**config.mk**
```make
export PLATFORM = sky130hd
export DESIGN_NAME = fphub_norm_pack_flat
export DESIGN_NICKNAME = d
export VERILOG_FILES = /design/src/rtl/fphub_norm_pack_if.sv /design/src/rtl/fphub_norm_pack.sv /design/src/flat_wrapper.sv
export SDC_FILE = /design/constraint.sdc
export NUM_CORES = 1
export LEC_CHECK = 0
export BUFFER_PORTS_ARGS = -buffer_cell sky130_fd_sc_hd__buf_2
export CAP_MARGIN = 20
export CELL_PAD_IN_SITES_DETAIL_PLACEMENT = 0
export CELL_PAD_IN_SITES_GLOBAL_PLACEMENT = 1
export CORE_MARGIN = 2
export CORE_UTILIZATION = 35
export DETAILED_ROUTE_END_ITERATION = 8
export PLACE_DENSITY = 0.75
export SYNTH_ARGS = -nofsm -noshare
export SYNTH_HDL_FRONTEND = slang
export SYNTH_SLANG_ARGS = --single-unit
```
**constraint.sdc**
```tcl
create_clock -name clk -period 3.7 [get_ports clk]
set_input_delay 0.185 -clock clk [delete_from_list [all_inputs] [get_ports clk]]
set_output_delay 0.185 -clock clk [all_outputs]
set_load 0.01 [all_outputs]
```
**src/rtl/fphub_norm_pack_if.sv**
```systemverilog
// Handshake bundle between the FPHUB mantissa adder, the normalize/pack stage and its consumer.
// slave is the normalize/pack side; master is the adder/consumer side.
interface fphub_norm_pack_if #(
  parameter int M = 24,
  parameter int E = 8
);
  logic           in_valid;
  logic           in_ready;
  logic [M+1:0]   in_sum;
  logic [E-1:0]   in_exp;
  logic           in_sign;
  logic           out_valid;
  logic           out_ready;
  logic [E+M:0]   out_z;
  logic           out_zero;
  logic           out_ovf;
  logic           out_unf;

  modport slave (
    input  in_valid, in_sum, in_exp, in_sign, out_ready,
    output in_ready, out_valid, out_z, out_zero, out_ovf, out_unf
  );

  modport master (
    output in_valid, in_sum, in_exp, in_sign, out_ready,
    input  in_ready, out_valid, out_z, out_zero, out_ovf, out_unf
  );
endinterface

```
**src/rtl/fphub_norm_pack.sv**
```systemverilog
// Normalizes a raw adder sum (carry/mantissa/ILSB) and packs it into a {sign, exp, frac} HUB word.
// Latency: 1 cycle for zero/carry/normalized sums, 1 + ceil(lz/SH) cycles for cancellation.
// Backpressure: single-entry; in_ready only in IDLE, result held stable until out_ready.
module fphub_norm_pack #(
  parameter int M  = 24,
  parameter int E  = 8,
  parameter int SH = 4
) (
  input logic               clk,
  input logic               rst_n,
  fphub_norm_pack_if.slave  bus
);
  localparam int LZW = $clog2(M + 1);
  localparam int CW  = ((E > LZW) ? E : LZW) + 1;

  typedef enum logic [1:0] {IDLE, SHIFT, DONE} state_t;

  state_t         state_q, state_d;
  logic [M+1:0]   sum_q, sum_d;
  logic [E-1:0]   exp_q, exp_d;
  logic           sign_q, sign_d;
  logic           zero_q, zero_d;
  logic           ovf_q, ovf_d;
  logic           unf_q, unf_d;
  logic [LZW-1:0] lz;
  logic [LZW-1:0] step;

  // Leading-zero count over the mantissa field; the highest set bit wins.
  always_comb begin
    lz = LZW'(M);
    for (int i = 1; i <= M; i++) begin
      if (sum_q[i]) lz = LZW'(M - i);
    end
    step = (lz > LZW'(SH)) ? LZW'(SH) : lz;
  end

  always_comb begin
    state_d = state_q;
    sum_d   = sum_q;
    exp_d   = exp_q;
    sign_d  = sign_q;
    zero_d  = zero_q;
    ovf_d   = ovf_q;
    unf_d   = unf_q;
    case (state_q)
      IDLE: begin
        if (bus.in_valid) begin
          sign_d = bus.in_sign;
          zero_d = 1'b0;
          ovf_d  = 1'b0;
          unf_d  = 1'b0;
          if (bus.in_sum[M+1:1] == '0) begin
            sum_d   = '0;
            exp_d   = '0;
            zero_d  = 1'b1;
            state_d = DONE;
          end else if (bus.in_sum[M+1]) begin
            state_d = DONE;
            if (&bus.in_exp) begin
              ovf_d = 1'b1;
              exp_d = '1;
              sum_d = {1'b0, {M{1'b1}}, 1'b0};
            end else begin
              exp_d = bus.in_exp + E'(1);
              sum_d = {1'b0, bus.in_sum[M+1:1]};
            end
          end else begin
            sum_d   = bus.in_sum;
            exp_d   = bus.in_exp;
            state_d = bus.in_sum[M] ? DONE : SHIFT;
          end
        end
      end
      SHIFT: begin
        // Exponent 0 is reserved, so a step that would reach it flushes instead.
        if (CW'(exp_q) <= CW'(step)) begin
          sum_d   = '0;
          exp_d   = '0;
          unf_d   = 1'b1;
          state_d = DONE;
        end else begin
          sum_d = sum_q << step;
          exp_d = exp_q - E'(step);
          if (lz <= LZW'(SH)) state_d = DONE;
        end
      end
      DONE: begin
        if (bus.out_ready) state_d = IDLE;
      end
      default: state_d = IDLE;
    endcase
  end

  always_ff @(posedge clk or negedge rst_n) begin
    if (!rst_n) begin
      state_q <= IDLE;
      sum_q   <= '0;
      exp_q   <= '0;
      sign_q  <= 1'b0;
      zero_q  <= 1'b0;
      ovf_q   <= 1'b0;
      unf_q   <= 1'b0;
    end else begin
      state_q <= state_d;
      sum_q   <= sum_d;
      exp_q   <= exp_d;
      sign_q  <= sign_d;
      zero_q  <= zero_d;
      ovf_q   <= ovf_d;
      unf_q   <= unf_d;
    end
  end

  assign bus.in_ready  = (state_q == IDLE);
  assign bus.out_valid = (state_q == DONE);
  assign bus.out_z     = {sign_q, exp_q, sum_q[M:1]};
  assign bus.out_zero  = zero_q;
  assign bus.out_ovf   = ovf_q;
  assign bus.out_unf   = unf_q;
endmodule
```
**src/flat_wrapper.sv**
```systemverilog
// flat-port wrapper written by rule: the top's interface ports become plain ports
module fphub_norm_pack_flat 
#(
  parameter int M  = 24,
  parameter int E  = 8,
  parameter int SH = 4
)
  (clk, rst_n, bus_in_valid, bus_in_sum, bus_in_exp, bus_in_sign, bus_out_ready, bus_in_ready, bus_out_valid, bus_out_z, bus_out_zero, bus_out_ovf, bus_out_unf);
  fphub_norm_pack_if #(.M(M), .E(E)) bus_i ();
  input logic clk;
  input logic rst_n;
  input wire logic [$bits(bus_i.in_valid)-1:0] bus_in_valid;
  input wire logic [$bits(bus_i.in_sum)-1:0] bus_in_sum;
  input wire logic [$bits(bus_i.in_exp)-1:0] bus_in_exp;
  input wire logic [$bits(bus_i.in_sign)-1:0] bus_in_sign;
  input wire logic [$bits(bus_i.out_ready)-1:0] bus_out_ready;
  output wire logic [$bits(bus_i.in_ready)-1:0] bus_in_ready;
  output wire logic [$bits(bus_i.out_valid)-1:0] bus_out_valid;
  output wire logic [$bits(bus_i.out_z)-1:0] bus_out_z;
  output wire logic [$bits(bus_i.out_zero)-1:0] bus_out_zero;
  output wire logic [$bits(bus_i.out_ovf)-1:0] bus_out_ovf;
  output wire logic [$bits(bus_i.out_unf)-1:0] bus_out_unf;
  assign bus_i.in_valid = bus_in_valid;
  assign bus_i.in_sum = bus_in_sum;
  assign bus_i.in_exp = bus_in_exp;
  assign bus_i.in_sign = bus_in_sign;
  assign bus_i.out_ready = bus_out_ready;
  assign bus_in_ready = bus_i.in_ready;
  assign bus_out_valid = bus_i.out_valid;
  assign bus_out_z = bus_i.out_z;
  assign bus_out_zero = bus_i.out_zero;
  assign bus_out_ovf = bus_i.out_ovf;
  assign bus_out_unf = bus_i.out_unf;
  fphub_norm_pack #(.M(M), .E(E), .SH(SH)) u_core (.clk(clk), .rst_n(rst_n), .bus(bus_i));
endmodule
```
## Yosys cells after proc, flatten, opt, wreduce, memory -nomap -nowiden

Cells that the tools add are included.

- $lt $le $gt $ge: 3
- Reductions and logical operators: 8
- Mux-type cells: 52
- Shift-type cells: 1
- Add/subtract/negate cells: 2
- Equal/unequal tests: 6

Operator list:

| operator | number |
|---|---|
| $mux W5 | 24 |
| $mux W26 | 3 |
| $pmux W26 S2 | 1 |
| $mux W8 | 5 |
| $shl A26 B5 Y26 | 1 |
| $logic_not A25 Y1 | 1 |
| $mux W25 | 1 |
| $mux W24 | 1 |
| $pmux W8 S2 | 1 |
| $mux W2 | 7 |
| $add A8 B1 Y8 const B | 1 |
| $le A8 B5 Y1 | 1 |
| $reduce_and A8 Y1 | 1 |
| $sub A8 B5 Y8 | 1 |
| $mux W1 | 6 |
| $pmux W2 S3 | 1 |
| $reduce_and A3 Y1 | 2 |
| $gt A5 B3 Y1 const B | 1 |
| $le A5 B3 Y1 const B | 1 |
| $mux W4 | 1 |
| $ne A2 B2 Y1 const B | 2 |
| $reduce_and A2 Y1 | 2 |
| $ne A3 B1 Y1 const B | 1 |
| $eq A2 B1 Y1 const B | 1 |
| other kinds (5) | 5 |

- Input port bits: 39
- Word-level logic and storage cells: 79
- Output and inout port bits: 38
- Flip-flop bits (word level): 40

## Depth between registers and ports, before layout

Gate-level depths: netlist of the first run.

- Depth after elaboration: 29
- Gate-level depth with buffers: 13
- Depth with buffers taken out: 11

## Least setup slack after synthesis of the first run

No wires, ideal clock.

- Path kind: reg2reg
- From: register u_core.sum_q[22]
- To: register u_core.sum_q[5]
- Cell stages (with the launch flop): 11
- Required time: 3.574 ns
- Slack: 1.051 ns
- Clock period less this slack: 2.649 ns
- Data arrival time: 2.523 ns
- Cells stage by stage: dfrtp_1 -> nand2b_4 -> a21oi_4 -> buf_6 -> ha_1 -> fa_1 -> nor2b_1 -> o31a_1 -> o21ai_2 -> o21ai_2 -> a221o_1

- Longest elaborated chain between the ends: 8
- Elaborated cells on any way between the ends: 9

RTL lines:

| element | RTL line | RTL |
|---|---|---|
| from (decl) | fphub_norm_pack.sv:19 | `logic [M+1:0] sum_q, sum_d;` |
| from (signal assigned) | fphub_norm_pack.sv:105 | `sum_q <= sum_d;` |
| $mux W5 (3 in a row) | fphub_norm_pack.sv:32 | `if (sum_q[i]) lz = LZW'(M - i);` |
| $gt A5 B3 Y1 | fphub_norm_pack.sv:34 | `step = (lz > LZW'(SH)) ? LZW'(SH) : lz;` |
| $mux W5 | fphub_norm_pack.sv:34 |  |
| $le A8 B5 Y1 / $shl A26 B5 Y26 (equally long branches) | fphub_norm_pack.sv:76, fphub_norm_pack.sv:82 |  |
| $mux W26 * | fphub_norm_pack.sv:76 | `if (CW'(exp_q) <= CW'(step)) begin` |
| $pmux W26 S2 * | fphub_norm_pack.sv:45 | `case (state_q)` |

Every way passes the cells marked *; elsewhere a longest branch is shown, timed or not.
A chain may end at the register's enable or synchronous reset.

## Worst setup path after layout of the first run

Ends and elaborated chain as after synthesis.

==> out/summary.txt, run 1 <==
DRT
-----------------------------------------------------------------------------------------
Residual antenna-violating net count after detailed routing                             0
Final routed wirelength across all metal layers                              11,960 microns
DRC violation count after routing                                                       0
Sum of routed wire segments on met1                                          5358 microns
Vias per Instance                                                                   6.074
Number of iterations in the first detailed-routing pass                                 5
Overall via count from detail_route                                                 3,796
Drt wl/cell                                                                  19.14 microns
Detailed router's first-iteration violation count                                     393
Uppermost layer routed                                                               met4
Met3 wirelength from detailed routing                                         699 microns
Detailed route wirelength on metal2                                          5714 microns

CLOCK NETWORK
-----------------------------------------------------------------------------------------
Buffer type at the clock tree root                                           sky130_fd_sc_hd__clkbuf_8
Max Root-Sink Buffers                                                                   2
# Post-CTS Setup Buffers                                                                0
Number of resized instances in the post-cts repair step                                 0
Hold_buf cts                                                                            0
Skew-Pair Late Insertion Delay                                                     290 ps
CTS H-Tree Depth                                                                        2
CTS tree                                                                              yes
Register clock-pin slew on the reported worst setup and hold paths                  80 ps
Clock Sinks                                                                            39
Inserted Clock Buffers                                                                  5

FLOORPLANNING
-----------------------------------------------------------------------------------------
Chip Height                                                                  104.7 microns
DIE AREA                                                                     0.01097 sq mm
Ports placed on the boundary                                                           77
Core area                                                                    0.009819 sq mm
Initial core utilization                                                           36.17%
Placement row count                                                                    36
Die W                                                                        104.7 microns

SYNTHESIS
-----------------------------------------------------------------------------------------
Combined area of all synthesized cells                                       0.003552 sq mm
Number of enable-type register cells in the synthesized netlist                         0
Mapped Cells                                                                          457
Count of unique library cells instantiated by Yosys                                    62
Syn Area/Cell                                                                 7.773 sq um
Most used flip-flop cell after synthesis                                     sky130_fd_sc_hd__dfrtp_1
Leading area contributor after synthesis                                     sky130_fd_sc_hd__dfrtp_1
Count of yosys warnings during synthesis                                                0
Seq/Total Area, Yosys                                                              27.47%
Proportion of register bits with asynchronous set or reset after synthesis         100.0%
Largest cells by area after synthesis                                        sky130_fd_sc_hd__dfrtp_1 27%, sky130_fd_sc_hd__o221ai_1 6.4%, sky130_fd_sc_hd__buf_4 5.3%, sky130_fd_sc_hd__nor2_1 4.9%, sky130_fd_sc_hd__nand2_1 4.2%
Number of synthesized register bits                                                    39
Post-synth top area share                                                          27.47%

TIMING
-----------------------------------------------------------------------------------------
Tmin final                                                                        3429 ps
Final clock period utilization by the worst path                                   92.69%
Endpoints failing hold                                                                  0
Sum Neg Setup Slack                                                                  0 ps
Max Fclk                                                                        291.6 MHz
Slew at the pin closest to its max-slew limit                                    951.4 ps
Worst slew margin                                                                  36.34%
Slew Limit Fails                                                                        0
Worst hold slack after final layout                                              27.20 ps
Number of failing setup endpoints in the final timing report                            0
RSZ-0062 raised after global routing                                                   no
Clk_skew                                                                         5.075 ps

POWER AND IR DROP
-----------------------------------------------------------------------------------------
Leakage                                                                       0.001644 uW
Worst IR Drop VDD                                                               0.2362 mV
Pwr/cell area                                                                650.9 mW/mm^2

WORST SETUP PATH
-----------------------------------------------------------------------------------------
Worst setup slack for register-to-register paths                                   270 ps
Count of cells along the worst register-to-register path                                8
CP endpoint kind                                                                 register
Critical Setup Path Class                                                    register to register
CP Max Fanout                                                                          16
Origin of the critical flop-to-flop path                                     u_core.sum_q[22]$_DFFE_PN0P_
Startpoint types                                                                 register
End of the worst register-to-register path                                   u_core.sum_q[5]$_DFFE_PN0P_
Req. time, crit path                                                              3880 ps
Arr. time, crit path                                                              3610 ps

PLACED DESIGN
-----------------------------------------------------------------------------------------
Post-placement cell count                                                             617
HPWL after DPL                                                               8886 microns
Buffers added on ports                                                                 76
Last weighted congestion value of the routability-driven placer                    0.9021

GLOBAL ROUTING
-----------------------------------------------------------------------------------------
GR Util All Layers                                                                 21.67%
Via count of the first global-routing pass                                          3,599
Number of antenna violations at the first check in global routing                       0
Wire length of the first global-routing pass                                 19,240 microns
Remaining Overflow, GRT                                                                 0
Largest net degree at the start of global routing                                      40

JOB
-----------------------------------------------------------------------------------------
Maximum capacitance violations                                                          0

FINISH
-----------------------------------------------------------------------------------------
Post-layout net count                                                                 537
Most common library cell in the layout ignoring fill and taps                sky130_fd_sc_hd__buf_2
Non-filler instance count after layout                                                625
Post-Route Utilization                                                             39.95%
Share of post-route cells with drive strength above 1                              21.95%
Inserted Diodes                                                                         0
Area growth from synthesis to layout                                               10.43%
Top library cells by usage in the layout, fill and taps aside                76 x sky130_fd_sc_hd__buf_2, 46 x sky130_fd_sc_hd__nor2_1, 40 x sky130_fd_sc_hd__nand2_1

HOLD PATH
-----------------------------------------------------------------------------------------
Type of the tightest min-delay check                                         primary input to async pin

STATUS
-----------------------------------------------------------------------------------------
Run status                                                                   finished clean

layer usage:
metal / GRT usage [%] / vias to the layer above
met3: 2.371 / 23
met1: 29.66 / 1833
met2: 36.13 / 175
li1: - / 1765
met5: 0 / -
met4: 6.000 / 0
critical path, cell delays in order, from the launching register on:
cell and delay (ps):
sky130_fd_sc_hd__dfrtp_1 560, sky130_fd_sc_hd__nor2_2 350, sky130_fd_sc_hd__nand2_2 210, sky130_fd_sc_hd__ha_1 390, sky130_fd_sc_hd__nor2b_1 170, sky130_fd_sc_hd__o31a_1 300, sky130_fd_sc_hd__o21ai_2 660, sky130_fd_sc_hd__o21ai_2 260
sky130_fd_sc_hd__a221o_1 410
cell usage after synthesis (3+ instances only):
| master | number |
|---|---|
| sky130_fd_sc_hd__a2111oi_0 | 3 |
| sky130_fd_sc_hd__a211oi_1 | 4 |
| sky130_fd_sc_hd__a21oi_1 | 29 |
| sky130_fd_sc_hd__a221o_1 | 4 |
| sky130_fd_sc_hd__a221oi_1 | 3 |
| sky130_fd_sc_hd__buf_2 | 14 |
| sky130_fd_sc_hd__buf_4 | 25 |
| sky130_fd_sc_hd__clkbuf_1 | 18 |
| sky130_fd_sc_hd__dfrtp_1 | 39 |
| sky130_fd_sc_hd__ha_1 | 6 |
| sky130_fd_sc_hd__inv_1 | 15 |
| sky130_fd_sc_hd__mux2_2 | 4 |
| sky130_fd_sc_hd__mux2i_1 | 14 |
| sky130_fd_sc_hd__nand2_1 | 40 |
| sky130_fd_sc_hd__nand2b_1 | 4 |
| sky130_fd_sc_hd__nand3_1 | 14 |
| sky130_fd_sc_hd__nand4_1 | 4 |
| sky130_fd_sc_hd__nor2_1 | 46 |
| sky130_fd_sc_hd__nor2b_1 | 8 |
| sky130_fd_sc_hd__nor3_1 | 16 |
| sky130_fd_sc_hd__nor4_1 | 7 |
| sky130_fd_sc_hd__o211ai_1 | 14 |
| sky130_fd_sc_hd__o21ai_0 | 25 |
| sky130_fd_sc_hd__o21ai_1 | 5 |
| sky130_fd_sc_hd__o21ai_2 | 3 |
| sky130_fd_sc_hd__o221ai_1 | 26 |
| sky130_fd_sc_hd__o22a_1 | 3 |
| sky130_fd_sc_hd__o22ai_1 | 15 |
| sky130_fd_sc_hd__o31a_1 | 3 |
| sky130_fd_sc_hd__o31ai_1 | 6 |
area by class of cell:
| cell class | count | area (sq um) |
|---|---|---|
| repair buffers | 85 | 447.9 |
| inverters | 16 | 60.06 |
| multi-input cells | 344 | 2172 |
| clock buffers | 8 | 100.1 |
| flip-flops and latches | 39 | 975.9 |
| well taps | 133 | 166.4 |
| fillers | 1087 | 5897 |
worst max-delay path by stage:
stage                                 start                           to  slack, ps  depth (start not counted)
6_report       u_core.sum_q[22]$_DFFE_PN0P_  u_core.sum_q[5]$_DFFE_PN0P_        270                          8
3_3_place_gp   u_core.sum_q[22]$_DFFE_PN0P_  u_core.sum_q[5]$_DFFE_PN0P_        390                          8
2_1_floorplan  u_core.sum_q[22]$_DFFE_PN0P_  u_core.sum_q[5]$_DFFE_PN0P_       1050                         10
4_1_cts        u_core.sum_q[22]$_DFFE_PN0P_  u_core.sum_q[5]$_DFFE_PN0P_        310                          8
5_1_grt        u_core.sum_q[22]$_DFFE_PN0P_  u_core.sum_q[5]$_DFFE_PN0P_         90                          8
3_5_place_dp   u_core.sum_q[22]$_DFFE_PN0P_  u_core.sum_q[5]$_DFFE_PN0P_        330                          8
power by group:
group	leakage, uW	switching [uW]	internal [uW]
clock	0.0000515	157	170
combinational	0.00111	803	559
sequential	0.000479	312	553
state kept, by name, indices dropped and copies added (netlist names):
name / flops
u_core.sign_q: 1
u_core.exp_q: 8
u_core.bus.out_ovf: 1
u_core.sum_q: 25
u_core.state_q: 2
u_core.bus.out_unf: 1
u_core.bus.out_zero: 1
metrics by stage:
step | worst slack [ps] | total power (uW) | instance area, sq um
floorplan | 1051 | 1864 | 3556
global placement | 394.1 | 2212 | 3822
detailed placement | 326.3 | 2209 | 3822
CTS | 307.0 | 2539 | 3923
global route | 90.42 | 2732 | 3923
finish | 270.5 | 2553 | 3923
logic make-up after synthesis:
logic type	share of synthesized area (%)
adder cells (fa/ha/maj)	2.677
AND/OR/NAND/NOR	20.71
XOR/XNOR	0.2466
other	0.1056
flip-flops	27.47
multiplexers	5.213
buffers and inverters	11.48
AO/OA/AOI/OAI	32.09
Note: power is estimated with default switching activity, not from simulation.
==> run 2: changes to the inputs <==
==> constraint.sdc (replaced) <==
create_clock -name clk -period 3.7 [get_ports clk]
set_input_delay 0.37 -clock clk [delete_from_list [all_inputs] [get_ports clk]]
set_output_delay 0.37 -clock clk [all_outputs]
set_load 0.01 [all_outputs]
==> run 2 against run 1 <==
  * Non-clock buffer count grew 1
  * Clock power fell by 18%
  * Via count grew 0.26%
  * Critical path depth is the same
  * Hold slack improved by 200 ps
  * Final area shrank 0.51%
  * Critical path type unchanged
  * Largest cell class unchanged
==> out/summary.txt, run 2 (synthesized netlist as in run 1, its figures left out) <==
POWER AND IR DROP
---------------------------------------------------------------------------------
Net switching power                                                       1251 uW   -1.6%
Leakage                                                               0.001634 uW   -0.57%
Worst IR Drop VDD                                                       0.2627 mV   +11%
Internal power                                                            1240 uW   -3.2%
Switching part of the total                                                50.22%   +0.43 points
Pwr/cell area                                                        638.5 mW/mm^2   -1.9%
Clock network fraction of design power                                      10.7%   -2.1 points
Sequential fraction of design power                                         34.4%   +0.5 points
Share of total power in combinational logic                                 54.8%   +1.5 points

CLOCK NETWORK
---------------------------------------------------------------------------------
Clock Sinks                                                                    39   unchanged
Hold_buf cts                                                                    0   unchanged
Number of resized instances in the post-cts repair step                         0   unchanged
CTS tree                                                                      yes
Buffer type at the clock tree root                                   sky130_fd_sc_hd__clkbuf_8
Skew-Pair Late Insertion Delay                                             290 ps   about the same
Register clock-pin slew on the reported worst setup and hold paths          80 ps   about the same
# Post-CTS Setup Buffers                                                        0   unchanged
Max Root-Sink Buffers                                                           2   unchanged
Inserted Clock Buffers                                                          5   unchanged
CTS H-Tree Depth                                                                2   unchanged

DRT
---------------------------------------------------------------------------------
Final routed wirelength across all metal layers                      11,910 microns   -0.45%
Vias per Instance                                                           6.099   +0.42%
DRC violation count after routing                                               0   unchanged
Detailed router's first-iteration violation count                             325   -17%
Overall via count from detail_route                                         3,806   +0.26%
Residual antenna-violating net count after detailed routing                     0   unchanged
Number of iterations in the first detailed-routing pass                         5   unchanged
Drt wl/cell                                                          19.08 microns   -0.29%

FINISH
---------------------------------------------------------------------------------
Design Area, Final                                                   0.003902 sq mm   -0.51%
Top library cells by usage in the layout, fill and taps aside        76 x sky130_fd_sc_hd__buf_2, 46 x sky130_fd_sc_hd__nor2_1, 40 x sky130_fd_sc_hd__nand2_1
Most common library cell in the layout ignoring fill and taps        sky130_fd_sc_hd__buf_2
Max FFs per register                                                           25   unchanged
Number of filler cells placed in the layout                                 1,099   +1.1%
Total area of multi-input combinational cells                        0.002172 sq mm   unchanged
Share of post-route cells with drive strength above 1                      21.79%   -0.16 points
Top Registers                                                        u_core.sum_q (25), u_core.exp_q (8), u_core.state_q (2)
Top reg by flops                                                     u_core.sum_q
Inserted Diodes                                                                 0   unchanged
Area growth from synthesis to layout                                       9.863%
Post-layout net count                                                         538   +0.19%
Combined flip-flop and latch cell area                                975.9 sq um   unchanged

TIMING
---------------------------------------------------------------------------------
Worst slew margin                                                          37.29%   +0.95 points
Slew at the pin closest to its max-slew limit                            940.7 ps   -10.72 ps
Sum Neg Setup Slack                                                          0 ps   unchanged
Final clock period utilization by the worst path                           93.55%   +0.86 points
Endpoints failing hold                                                          0   unchanged
Post-route setup slack                                                   238.8 ps   -31.77 ps
Tmin final                                                                3461 ps   +31.77 ps
Max Fclk                                                                288.9 MHz   -0.92%
Worst hold slack after final layout                                      226.7 ps   +199.5 ps
RSZ-0062 raised after global routing                                           no
Clk_skew                                                                 6.450 ps   +1.375 ps
Number of failing setup endpoints in the final timing report                    0   unchanged
Slew Limit Fails                                                                0   unchanged

FLOORPLANNING
---------------------------------------------------------------------------------
Die W                                                                104.7 microns   unchanged
Chip Height                                                          104.7 microns   unchanged
Core area                                                            0.009819 sq mm   unchanged
DIE AREA                                                             0.01097 sq mm   unchanged
Ports placed on the boundary                                                   77   unchanged
Placement row count                                                            36   unchanged
Initial core utilization                                                   36.17%   unchanged

WORST SETUP PATH
---------------------------------------------------------------------------------
CP Max Fanout                                                                  16   unchanged
Count of cells along the worst register-to-register path                        8   unchanged
Req. time, crit path                                                      3870 ps   about the same
CP endpoint kind                                                         register
Critical Setup Path Class                                            register to register
Startpoint types                                                         register
Arr. time, crit path                                                      3630 ps   +20 ps

PLACED DESIGN
---------------------------------------------------------------------------------
Last weighted congestion value of the routability-driven placer            0.8965   -0.62%
Placed instance area                                                 0.003830 sq mm   +0.20%
Pre-CTS setup slack                                                      319.6 ps   -6.729 ps
Buffers added on ports                                                         76   unchanged
HPWL after DPL                                                       8874 microns   -0.13%

GLOBAL ROUTING
---------------------------------------------------------------------------------
Remaining Overflow, GRT                                                         0   unchanged
Wire length of the first global-routing pass                         19,400 microns   +0.82%
Via count of the first global-routing pass                                  3,599   unchanged
Number of antenna violations at the first check in global routing               0   unchanged
Largest net degree at the start of global routing                              40   unchanged
GR Util All Layers                                                         21.69%   about the same

STATUS
---------------------------------------------------------------------------------
Run status                                                           finished clean

HOLD PATH
---------------------------------------------------------------------------------
Type of the tightest min-delay check                                 primary input to async pin

JOB
---------------------------------------------------------------------------------
Maximum capacitance violations                                                  0   unchanged

## run 2: final cells by class
type | count | share of cell area (%)
multi-input combinational | 344 | 55.66
tap | 133 | 4.264
timing repair buffer | 86 | 11.67
clock buffer | 6 | 1.860
sequential | 39 | 25.01
inverter | 16 | 1.539
## run 2: metrics by stage
stage / utilization (%) / total power (uW) / instances
3_5_place_dp: 39.00 / 2210 / 618
5_1_grt: 39.74 / 2683 / 624
4_1_cts: 39.74 / 2486 / 624
3_3_place_gp: 39.00 / 2212 / 618
6_report: 39.74 / 2492 / 624
2_1_floorplan: - / 1864 / 458
## run 2: power by group through the flow
stage / logic, uW / clock network [uW] / registers, uW
after floorplan: 1160 / 0 / 707
after global placement: 1350 / 0 / 862
after detailed placement: 1350 / 0 / 861
after CTS: 1360 / 279 / 852
after global routing: 1500 / 290 / 889
final: 1370 / 268 / 858
## run 2: layer usage
layer | part of all wire, % | up-vias | track usage (%)
met5 | 0 | - | 0
met4 | 1.9 | 0 | 5.714
met3 | 7.0 | 20 | 2.807
met2 | 47 | 178 | 35.48
met1 | 44 | 1842 | 30.10
li1 | - | 1766 | -
## run 2: path summary, 6_finish.rpt
check | startpoint | slack, ps | end
worst max-delay path | u_core.sum_q[22]$_DFFE_PN0P_ | 240 | u_core.sum_q[5]$_DFFE_PN0P_
worst min-delay path | rst_n | 230 | u_core.exp_q[5]$_DFFE_PN0P_
worst max register to register | u_core.sum_q[22]$_DFFE_PN0P_ | 240 | u_core.sum_q[5]$_DFFE_PN0P_
worst min register to register | u_core.bus.out_ovf$_DFFE_PN0P_ | 480 | u_core.bus.out_ovf$_DFFE_PN0P_
max in group asynchronous | rst_n | 2890 | u_core.sum_q[10]$_DFFE_PN0P_
min in group clk | bus_in_sign | 300 | u_core.sign_q$_DFFE_PN0P_
## run 2: worst max-delay path, cell delays in order, from the launching register on
cell and delay, ps:
sky130_fd_sc_hd__dfrtp_1 570, sky130_fd_sc_hd__nor2_2 360, sky130_fd_sc_hd__nand2_2 210, sky130_fd_sc_hd__ha_1 390, sky130_fd_sc_hd__nor2b_1 170, sky130_fd_sc_hd__o31a_1 300, sky130_fd_sc_hd__o21ai_2 650, sky130_fd_sc_hd__o21ai_2 270
sky130_fd_sc_hd__a221o_1 410
==> run 3: changes to the inputs <==
==> constraint.sdc (replaced) <==
create_clock -name clk -period 4 [get_ports clk]
set_input_delay 0.4 -clock clk [delete_from_list [all_inputs] [get_ports clk]]
set_output_delay 0.4 -clock clk [all_outputs]
set_load 0.01 [all_outputs]
==> run 3 against run 2 <==
  * Clock-buffer cell count increased by 2
  * Power fell by 5.3%
  * Register-to-register slack improved by 330 ps
  * Final area is 0.32% higher
  * Routed wire length up 0.28%
  * Hold slack improved by 11 ps
  * Cell count unchanged
  * Non-clock buffer count fell by 2
  * Critical path depth unchanged
  * Via count down 0.81%
  * Flip-flop and latch count unchanged
  * Largest power group unchanged
  * Setup slack better by 330 ps
==> out/summary.txt, run 3 (synthesized netlist as in run 1, its figures left out) <==
JOB
---------------------------------------------------------------------------------
Maximum capacitance violations                                                  0   unchanged

DRT
---------------------------------------------------------------------------------
Drt wl/cell                                                          19.14 microns   +0.28%
Overall via count from detail_route                                         3,775   -0.81%
Detailed router's first-iteration violation count                             273   -16%
DRC violation count after routing                                               0   unchanged
Vias per Instance                                                           6.050   -0.81%
Final routed wirelength across all metal layers                      11,940 microns   +0.28%
Residual antenna-violating net count after detailed routing                     0   unchanged
Number of iterations in the first detailed-routing pass                         5   unchanged

WORST SETUP PATH
---------------------------------------------------------------------------------
Origin of the critical flop-to-flop path                             u_core.sum_q[21]$_DFFE_PN0P_
CP endpoint kind                                                         register
Most frequent CP cell                                                sky130_fd_sc_hd__o21ai_2
Critical Setup Path Class                                            register to register
CP Max Fanout                                                                  15   -1
Req. time, crit path                                                      4180 ps   +310 ps
Slowest stage cell on the critical path                              sky130_fd_sc_hd__o21ai_2
Worst path max stage delay                                                 650 ps   about the same
Cells traversed along the worst timing path                          nor2_2 > nand2_2 > ha_1 > nor2b_1 > o31a_1 > o21ai_2 > o21ai_2 > a221o_1
CP startpoint                                                        u_core.sum_q[21]$_DFFE_PN0P_
Arr. time, crit path                                                      3610 ps   -20 ps
Startpoint types                                                         register

GLOBAL ROUTING
---------------------------------------------------------------------------------
Largest net degree at the start of global routing                              40   unchanged
Remaining Overflow, GRT                                                         0   unchanged
Via count of the first global-routing pass                                  3,475   -3.4%
GR Util All Layers                                                         21.59%   -0.099 points
Number of antenna violations at the first check in global routing               0   unchanged
Wire length of the first global-routing pass                         19,260 microns   -0.68%

CLOCK NETWORK
---------------------------------------------------------------------------------
Hold_buf cts                                                                    0   unchanged
Inserted Clock Buffers                                                          5   unchanged
CTS H-Tree Depth                                                                2   unchanged
Skew-Pair Late Insertion Delay                                             290 ps   about the same
Max Root-Sink Buffers                                                           2   unchanged
# Post-CTS Setup Buffers                                                        0   unchanged
Register clock-pin slew on the reported worst setup and hold paths          80 ps   about the same
CTS tree                                                                      yes
Buffer type at the clock tree root                                   sky130_fd_sc_hd__clkbuf_8
Clock Sinks                                                                    39   unchanged
Number of resized instances in the post-cts repair step                         0   unchanged

TIMING
---------------------------------------------------------------------------------
Post-route setup slack                                                   564.9 ps   +326.1 ps
Slew Limit Fails                                                                0   unchanged
Clk_skew                                                                 4.815 ps   -1.635 ps
Tmin final                                                                3435 ps   -26.14 ps
Worst slew margin                                                          36.29%   -1.0 points
Worst hold slack after final layout                                      238.0 ps   +11.28 ps
Final clock period utilization by the worst path                           85.88%   -7.7 points
Number of failing setup endpoints in the final timing report                    0   unchanged
Sum Neg Setup Slack                                                          0 ps   unchanged
Max Fclk                                                                291.1 MHz   +0.76%
RSZ-0062 raised after global routing                                           no
Slew at the pin closest to its max-slew limit                            952.2 ps   +11.49 ps
Endpoints failing hold                                                          0   unchanged

FINISH
---------------------------------------------------------------------------------
Top reg by flops                                                     u_core.sum_q
Top library cells by usage in the layout, fill and taps aside        76 x sky130_fd_sc_hd__buf_2, 46 x sky130_fd_sc_hd__nor2_1, 40 x sky130_fd_sc_hd__nand2_1
Area growth from synthesis to layout                                       10.21%
Share of post-route cells with drive strength above 1                      21.79%   unchanged
Post-Route Utilization                                                     39.87%   +0.13 points
Total area of multi-input combinational cells                        0.002172 sq mm   unchanged
Top Registers                                                        u_core.sum_q (25), u_core.exp_q (8), u_core.state_q (2)
Post-layout net count                                                         536   -0.37%
Most common library cell in the layout ignoring fill and taps        sky130_fd_sc_hd__buf_2
Inserted Diodes                                                                 0   unchanged
Combined flip-flop and latch cell area                                975.9 sq um   unchanged
Max FFs per register                                                           25   unchanged
Number of filler cells placed in the layout                                 1,087   -1.1%

FLOORPLANNING
---------------------------------------------------------------------------------
Core area                                                            0.009819 sq mm   unchanged
Initial core utilization                                                   36.17%   unchanged
Chip Height                                                          104.7 microns   unchanged
Ports placed on the boundary                                                   77   unchanged
Placement row count                                                            36   unchanged
DIE AREA                                                             0.01097 sq mm   unchanged
Die W                                                                104.7 microns   unchanged

PLACED DESIGN
---------------------------------------------------------------------------------
Buffers added on ports                                                         76   unchanged
HPWL after DPL                                                       8838 microns   -0.40%
Pre-CTS setup slack                                                      641.7 ps   +322.1 ps
Last weighted congestion value of the routability-driven placer            0.8586   -4.2%

POWER AND IR DROP
---------------------------------------------------------------------------------
Total design power                                                        2361 uW   -5.3%
Leakage                                                               0.001638 uW   +0.22%
Worst IR Drop VDD                                                       0.2593 mV   -1.3%
Pwr/cell area                                                        603.0 mW/mm^2   -5.6%

HOLD PATH
---------------------------------------------------------------------------------
Type of the tightest min-delay check                                 primary input to async pin

STATUS
---------------------------------------------------------------------------------
Run status                                                           finished clean

==> run 3: cell types whose count changed in the layout (fill, tap and decap cells not counted), sizes merged <==
cell | before | now
buf | 86 | 84
clkbuf | 6 | 8
==> run 3: layer usage <==
layer	up-vias	wire (microns)	global-route usage (%)
met5	-	0	0
met4	0	222	5.238
met3	21	787	2.308
met2	160	5796	35.39
met1	1834	5135	30.39
li1	1760	-	-
==> run 3: critical path: cells and delay by family (launching register included) <==
| family | cells | cell delay [ps] |
|---|---|---|
| compound gates | 4 | 1620 |
| flops | 1 | 570 |
| fa+ha+maj | 1 | 400 |
| simple gates | 3 | 720 |
==> run 3: power breakdown <==
| part | switching, uW | internal [uW] |
|---|---|---|
| clock | 144 | 158 |
| combinational | 734 | 517 |
| sequential | 297 | 511 |
| total | 1180 | 1190 |
==> run 3: path summary, 6_finish.rpt <==
kind	slack [ps]	end	cells past startpoint
max	560	u_core.sum_q[5]$_DFFE_PN0P_	8
min	240	u_core.exp_q[3]$_DFFE_PN0P_	1
max reg2reg	560	u_core.sum_q[5]$_DFFE_PN0P_	8
min reg2reg	480	u_core.bus.out_unf$_DFFE_PN0P_	2
max in group asynchronous	3190	u_core.bus.out_zero$_DFFE_PN0P_	1
min in group clk	340	u_core.sign_q$_DFFE_PN0P_	2
==> run 3: stage by stage <==
stage / instance area, sq um / cells
after CTS: 3915 / 624
after global routing: 3915 / 624
final: 3915 / 624
after detailed placement: 3815 / 616
after floorplan: 3556 / 458
after global placement: 3815 / 616
==> run 3: final cells by class <==
type	instances	share of cell area, %
multi-input combinational	344	55.48
sequential	39	24.93
timing repair buffer	84	11.25
tap	133	4.251
clock buffer	8	2.557
inverter	16	1.534
